$ cat config.mk
export PLATFORM = sky130hd
export DESIGN_NAME = sequential_divider_4_bit
export DESIGN_NICKNAME = d
export VERILOG_FILES = /design/src/rtl/sequential_divider_4_bit.sv
export SDC_FILE = /design/constraint.sdc
export NUM_CORES = 1
export LEC_CHECK = 0
export BUFFER_PORTS_ARGS = -buffer_cell sky130_fd_sc_hd__buf_2
export CAP_MARGIN = 20
export CORE_UTILIZATION = 45
export CTS_CLUSTER_SIZE = 14
export DETAILED_ROUTE_END_ITERATION = 7
export PLACE_DENSITY_LB_ADDON = 0.25
export RECOVER_POWER = 100
export SYNTH_ARGS = -nofsm -noshare
export SYNTH_HDL_FRONTEND = slang
export SYNTH_SLANG_ARGS = --single-unit
$ cat constraint.sdc
create_clock -name clk -period 1.85 [get_ports clk]
set_input_delay 0.0925 -clock clk [delete_from_list [all_inputs] [get_ports clk]]
set_output_delay 0.0925 -clock clk [all_outputs]
set_load 0.05 [all_outputs]
$ cat src/rtl/sequential_divider_4_bit.sv
// sequential_divider_4_bit
//   Multi-cycle restoring divider: unsigned quotient and remainder of a
//   WIDTH-bit dividend by a WIDTH-bit divisor, one quotient bit per clock.
//   A start/busy/done handshake launches a division and reports completion.
//   Results are registered and held until the next accepted start.
//
// Ports
//   clk          system clock, all state updates on the rising edge
//   rst          synchronous active-high reset
//   start        request a division, sampled only in IDLE
//   dividend     unsigned dividend, captured on an accepted start
//   divisor      unsigned divisor, captured on an accepted start
//   quotient     registered unsigned quotient
//   remainder    registered unsigned remainder
//   busy         high while a division is in progress (DIVIDE and DONE)
//   done         one-cycle pulse, results valid
//   div_by_zero  registered flag, set when the captured divisor was 0
module sequential_divider_4_bit #(
    parameter int WIDTH = 4
) (
    input  logic             clk,
    input  logic             rst,
    input  logic             start,
    input  logic [WIDTH-1:0] dividend,
    input  logic [WIDTH-1:0] divisor,
    output logic [WIDTH-1:0] quotient,
    output logic [WIDTH-1:0] remainder,
    output logic             busy,
    output logic             done,
    output logic             div_by_zero
);

    // Counter wide enough to hold the last iteration index WIDTH-1.
    localparam int CW = (WIDTH > 2) ? $clog2(WIDTH) : 1;
    localparam logic [CW-1:0] LAST_ITER = CW'(WIDTH - 1);

    typedef enum logic [1:0] {
        IDLE   = 2'd0,
        DIVIDE = 2'd1,
        DONE   = 2'd2
    } state_t;

    state_t           state_r;
    logic [WIDTH-1:0] q_r;        // dividend shifting out, quotient shifting in
    logic [WIDTH-1:0] d_r;        // captured divisor
    logic [WIDTH-1:0] r_r;        // partial remainder
    logic [CW-1:0]    cnt_r;      // iteration counter

    logic [WIDTH:0]   t_s;        // trial value {R, next dividend bit}
    logic             ge_s;       // trial value >= divisor
    logic [WIDTH-1:0] diff_s;     // trial value minus divisor
    logic [WIDTH-1:0] r_next_s;
    logic [WIDTH-1:0] q_next_s;

    // One restoring-division step: shift in the next dividend bit and
    // subtract the divisor when it fits.
    always_comb begin
        t_s  = {r_r, q_r[WIDTH-1]};
        ge_s = (t_s >= {1'b0, d_r});
        // When the subtraction is kept the result is below the divisor, so
        // the low WIDTH bits of the difference are exact; the (WIDTH+1)-bit
        // trial value only needs its carry bit for the comparison.
        diff_s = t_s[WIDTH-1:0] - d_r;
        if (ge_s) begin
            r_next_s = diff_s;
            q_next_s = {q_r[WIDTH-2:0], 1'b1};
        end else begin
            r_next_s = t_s[WIDTH-1:0];
            q_next_s = {q_r[WIDTH-2:0], 1'b0};
        end
    end

    // Control FSM, datapath registers and registered outputs.
    always_ff @(posedge clk) begin
        if (rst) begin
            state_r     <= IDLE;
            q_r         <= '0;
            d_r         <= '0;
            r_r         <= '0;
            cnt_r       <= '0;
            quotient    <= '0;
            remainder   <= '0;
            busy        <= 1'b0;
            done        <= 1'b0;
            div_by_zero <= 1'b0;
        end else begin
            case (state_r)
                IDLE: begin
                    if (start) begin
                        q_r   <= dividend;
                        d_r   <= divisor;
                        r_r   <= '0;
                        cnt_r <= '0;
                        busy  <= 1'b1;
                        if (divisor == {WIDTH{1'b0}}) begin
                            // Divide by zero completes on the capture edge.
                            quotient    <= {WIDTH{1'b1}};
                            remainder   <= dividend;
                            div_by_zero <= 1'b1;
                            done        <= 1'b1;
                            state_r     <= DONE;
                        end else begin
                            div_by_zero <= 1'b0;
                            done        <= 1'b0;
                            state_r     <= DIVIDE;
                        end
                    end
                end
                DIVIDE: begin
                    r_r   <= r_next_s;
                    q_r   <= q_next_s;
                    cnt_r <= cnt_r + CW'(1);
                    if (cnt_r == LAST_ITER) begin
                        quotient  <= q_next_s;
                        remainder <= r_next_s;
                        done      <= 1'b1;
                        state_r   <= DONE;
                    end
                end
                DONE: begin
                    done    <= 1'b0;
                    busy    <= 1'b0;
                    state_r <= IDLE;
                end
                default: begin
                    done    <= 1'b0;
                    busy    <= 1'b0;
                    state_r <= IDLE;
                end
            endcase
        end
    end

endmodule

== Word level (Yosys, flattened, before mapping) ==
Index checks and enable logic that the tools add are counted.
Widths: inputs -> output; s select.
Operators by class
  eq/ne operators: 5
  muxes and demuxes: 26
  bitwise logic cells: 1
  magnitude comparators: 1
  reduce and logical (&&, ||, !) cells: 8
  add/subtract/negate cells: 2
Operators with widths (count)
  $mux 4: 9
  $pmux 4 s2: 4
  $mux 2: 4
  $pmux 2 s2: 2
  $reduce_and 2->1: 4
  $ne 2x2->1 const B: 3
  $ge 5x4->1: 1
  $mux 1: 5
  $logic_not 4->1: 1
  $pmux 1 s2: 2
  $reduce_and 4->1: 1
  $sub 4x4->4: 1
  $add 2x1->2 const B: 1
  $eq 2x1->1 const B: 1
  $eq 2x2->1 const B: 1
  $logic_not 2->1: 1
  $reduce_bool 2->1: 1
  $not 1->1: 1
Word-level totals
  bits in registers: 27
  logic and storage cells: 53
  output and inout bits: 11

== Depth between registers and ports, before layout ==
  word-level depth: 4
  depth in mapped cells: 7
  gate-level depth less buffers: 7

== Worst setup path after synthesis ==
Ideal clock, no wire load.
  kind: register -> register
  start point: register q_r[3]
  end point: register remainder[2]
  data arrival time: 1662 ps
  path slack: 100 ps
  data required time: 1762 ps
  stages on the path, launching flop included: 8
  period minus slack after synthesis: 1750 ps
  cells stage by stage: dfxtp_1 > inv_1 > ha_1 > nand2b_1 > a21oi_2 > a22oi_2 > mux2_2 > a311oi_2
On the way
  longest elaborated chain between the ends: 4
RTL lines
  start: declaration: RTL line 44  | logic [WIDTH-1:0] q_r;
  start signal: assignment: RTL line 90  | q_r <= dividend;
  start signal: assignment: RTL line 111  | q_r <= q_next_s;
  $sub 4x4->4 or $ge 5x4->1 (tied branches): RTL line 63, 59
  $mux 4 *: RTL line 64  | if (ge_s) begin
  $mux 4 *: RTL line 113  | if (cnt_r == LAST_ITER) begin
  $pmux 4 s2 *: RTL line 87  | case (state_r)
  end signal: assignment: RTL line 98  | remainder <= dividend;
  end signal: assignment: RTL line 115  | remainder <= r_next_s;
  end: declaration: RTL line 27  | output logic [WIDTH-1:0] remainder,
Mark *: on every way between the ends. The rest lies on a longest branch, timed or not. The select of a mux whose other input is x is not followed.
A chain may end at the register's enable or synchronous reset.

== Worst setup path in the final report ==
  start point: register q_r[3]
  end point: register r_r[3]
On the way
  longest elaborated chain between the ends: 3
RTL lines
  $sub 4x4->4 or $ge 5x4->1 (tied branches): RTL line 63, 59
  $mux 4 *: RTL line 64
  $pmux 4 s2 *: RTL line 87
  end signal: assignment: RTL line 110  | r_r <= r_next_s;
  end: declaration: RTL line 46  | logic [WIDTH-1:0] r_r;
Mark *: on every way between the ends. The rest lies on a longest branch, timed or not.

==> impl_metrics.py <==
metrics = {
    "run": {
        "drv_cap": 0,
    },
    "worst_setup_path": {
        "r2r_end": "r_r[3]$_SDFFE_PP0P_",
        "crit_end": "r_r[3]$_SDFFE_PP0P_",
        "crit_path_start": "q_r[3]$_SDFFE_PP0P_",
        "path_max_fanout": 4,
        "r2r-start": "q_r[3]$_SDFFE_PP0P_",
        "crit_type": "reg -> reg",
        "cp.required_ns": 2.10,
        "reg2reg_depth": 9,
        "critical_path_arrival_ns": 2.03,
        "r2r_slack_ns": 0.07,
        "endpoint_kind": "register",
        "start_kind": "register",
    },
    "power_and_ir_drop": {
        "p_int_uw": 849,
        "leakagePower_nw": 0.586,
        "powerDensity_nw_per_um2": 794,
        "max-vdd-ir-drop_mv": 0.749,
        "pwr-share-comb_pct": 25.3,
        "switching_share_pct": 29.7,
        "p_clk_share_pct": 23.6,
        "p_switching_uw": 359,
        "seqPwrFrac_pct": 51.1,
        "power.total_mw": 1.21,
    },
    "timing": {
        "timing.final.ws_setup_ns": 0.0668,
        "setup_viol": 0,
        "rsz0062_at_grt": "no",
        "min_period_ns": 1.78,
        "finalHoldViolations": 0,
        "clock_skew_ns": 0.00695,
        "relSlewSlack_pct": 60.6,
        "max_freq_ghz": 0.561,
        "whs_ns": 0.0204,
        "fin_setup_tns_ns": 0,
        "tightest_slew_ns": 0.594,
        "slew_viol_final": 0,
        "post-route-period-util_pct": 96.4,
    },
    "floorplan": {
        "die_x_um": 56.2,
        "start_util_pct": 47.9,
        "core_area_sq_um": 2760,
        "ios": 22,
        "dieArea_sq_um": 3150,
        "die_y_um": 56.2,
        "rows": 19,
    },
    "grt": {
        "grtUsageTotal_pct": 20.0,
        "grt_pass1_vias": 1092,
        "grt_overflow": 0,
        "grt_pass1_wl_mm": 4.98,
        "grt_max_degree": 28,
        "antenna_found_initial": 0,
    },
    "placement": {
        "pre_cts_slack_ns": -0.0267,
        "gp_congestion": 0.897,
        "io_buffer_count": 21,
        "dpl.hpwl_mm": 2.14,
        "dpl.cell_count": 193,
    },
    "routing": {
        "vias": 1152,
        "drc": 0,
        "drtIter0Drc": 39,
        "final_antenna_net_count": 0,
        "dr.max_layer_used": "met4",
        "drt-met1-wl_mm": 1.32,
        "wl_per_cell_um": 14.5,
        "wl_met3_um": 166,
        "wirelength_mm": 2.91,
        "drt-pass1-iter-count": 4,
        "routed_via_density": 5.76,
        "wl_met2_mm": 1.40,
    },
    "synthesis": {
        "ys_warn_count": 0,
        "yosysSeqAreaShare_pct": 39.4,
        "synthDistinctLibCells": 38,
        "syn-instance-count": 146,
        "async_flop_share_pct": 0,
        "syn_nets": 163,
        "synth_edf_count": 0,
        "yosysTopAreaCell": "dfxtp_1",
        "synthFlopType": "dfxtp_1",
        "synth_area_per_cell_sq_um": 9.04,
        "yosysTopAreaCellShare_pct": 39.4,
        "netlist_top_cells_area": "dfxtp_1 (39%), nand2_1 (6.3%), a311oi_1 (5.3%), nor2_1 (5.1%), ha_1 (4.7%)",
        "synth.ff_latch_count": 26,
        "netlist_area_sq_um": 1320,
    },
    "clock_tree": {
        "holdBufCountCts": 0,
        "root_buffer": "clkbuf_4",
        "cts_htree_levels": 1,
        "cts_made_buffers": 3,
        "clock_sinks": 26,
        "cts_tree": "built",
        "cts_max_path_buffers": 2,
        "clk_pin_slew_ns": 0.14,
        "clock_latency_ns": 0.32,
    },
    "final_layout": {
        "antenna_cells": 0,
        "nNetsFinal": 187,
        "drive_above_1_share_pct": 25.4,
        "stdcell_count": 200,
        "area_delta_synth_final_pct": 15.3,
        "num-fill-cells": 265,
    },
    "min_path": {
        "hp-class": "in -> reg",
    },
    "outcome": {
        "status": "finished, final reports clean",
    },
}
-- flip-flops by register name, indices dropped and copies added, names as in the netlist --
register / flops
d_r: 4
busy: 1
div_by_zero: 1
r_r: 4
q_r: 4
state_r: 1
remainder: 4
done: 1
cnt_r: 2
quotient: 4
-- synth_stat cells (2+ instances only) --
master / instances
a211oi_1: 6
a21oi_1: 9
o21ai_0: 8
o32ai_1: 2
o21bai_1: 2
a311oi_1: 8
clkbuf_1: 3
nor2_1: 18
ha_1: 5
dfxtp_1: 26
nand2_4: 2
nand2_1: 22
mux2_4: 2
buf_2: 2
inv_1: 7
nand3b_1: 2
-- final cells by class --
| class | count | area [sq um] | share of cell area, % |
|---|---|---|---|
| flip-flops and latches | 26 | 524 | 34.5 |
| inverters | 7 | 26.3 | 1.73 |
| well taps | 31 | 38.8 | 2.55 |
| repair buffers | 27 | 136 | 8.96 |
| clock buffers | 4 | 36.3 | 2.38 |
| multi-input cells | 105 | 759 | 49.9 |
-- layout by cell type (no fill, tap or decap), drive strengths merged --
master  count
a211oi      6
a21oi      10
a22oi       2
a311oi      9
a41o        1
and2b       1
buf        16
clkbuf     15
dfxtp      26
fa          1
ha          5
inv         7
mux2        3
nand2      24
nand2b      1
nand3b      2
nor2       19
nor2b       1
nor3        1
nor3b       2
nor4        1
o21ai       9
o21bai      2
o32a        1
o32ai       2
or3         1
xnor2       1
-- logic make-up (layout without fill, tap and decap cells) --
logic type	after synthesis	count (layout)	synth area share, %
mux	3	3	3.13
simple gates	53	53	21.1
buf+inv	15	38	6.54
compound gates	42	42	22.8
flops	26	26	39.4
xor+xnor	1	1	0.664
fa+ha+maj	6	6	6.26
-- how the worst min path moves through the flow --
stage | from | endpoint | slack [ns] | cells past startpoint
2_1_floorplan | divisor[0] | d_r[0]$_SDFFE_PP0P_ | 0.23 | 2
5_1_grt | divisor[3] | d_r[3]$_SDFFE_PP0P_ | 0.002 | 3
3_5_place_dp | divisor[0] | d_r[0]$_SDFFE_PP0P_ | 0.37 | 3
6_report | divisor[3] | d_r[3]$_SDFFE_PP0P_ | 0.02 | 3
3_3_place_gp | divisor[0] | d_r[0]$_SDFFE_PP0P_ | 0.37 | 3
4_1_cts | divisor[0] | d_r[0]$_SDFFE_PP0P_ | 0.01 | 3
-- per-stage QoR --
step | area [sq um] | util, %
3_5_place_dp | 1430 | 51.7
3_3_place_gp | 1430 | 51.7
4_1_cts | 1490 | 53.9
6_report | 1520 | 55.2
2_1_floorplan | 1320 | -
5_1_grt | 1520 | 55.2
-- power by group through the flow --
stage,clock [mW],combinational (mW),sequential (mW)
after CTS,0.293,0.283,0.616
final,0.285,0.306,0.617
after detailed placement,0,0.269,0.628
after global routing,0.317,0.333,0.622
after floorplan,0,0.193,0.640
after global placement,0,0.261,0.627
-- worst max-delay path, cell delays in order (launching register included) --
cell	delay [ns]
dfxtp_2	0.35
inv_2	0.05
ha_4	0.23
nand2b_4	0.13
a21oi_2	0.15
a22oi_2	0.06
buf_4	0.16
buf_4	0.13
nand3b_1	0.17
a311oi_1	0.27
-- per-layer routing --
layer	up-vias	GRT usage, %
met5	-	0
met4	0	5.57
met3	4	5.58
met2	44	32.3
met1	539	26.3
li1	565	-
-- timing repair --
item / in CTS / in global routing
pin swaps: 1 / 3
setup buffers: 1 / 2
cloned: 0 / 0
gates resized for setup: 4 / 8
endpoints found under the setup margin: 3 / 7
(Power assumes the default switching activity.)
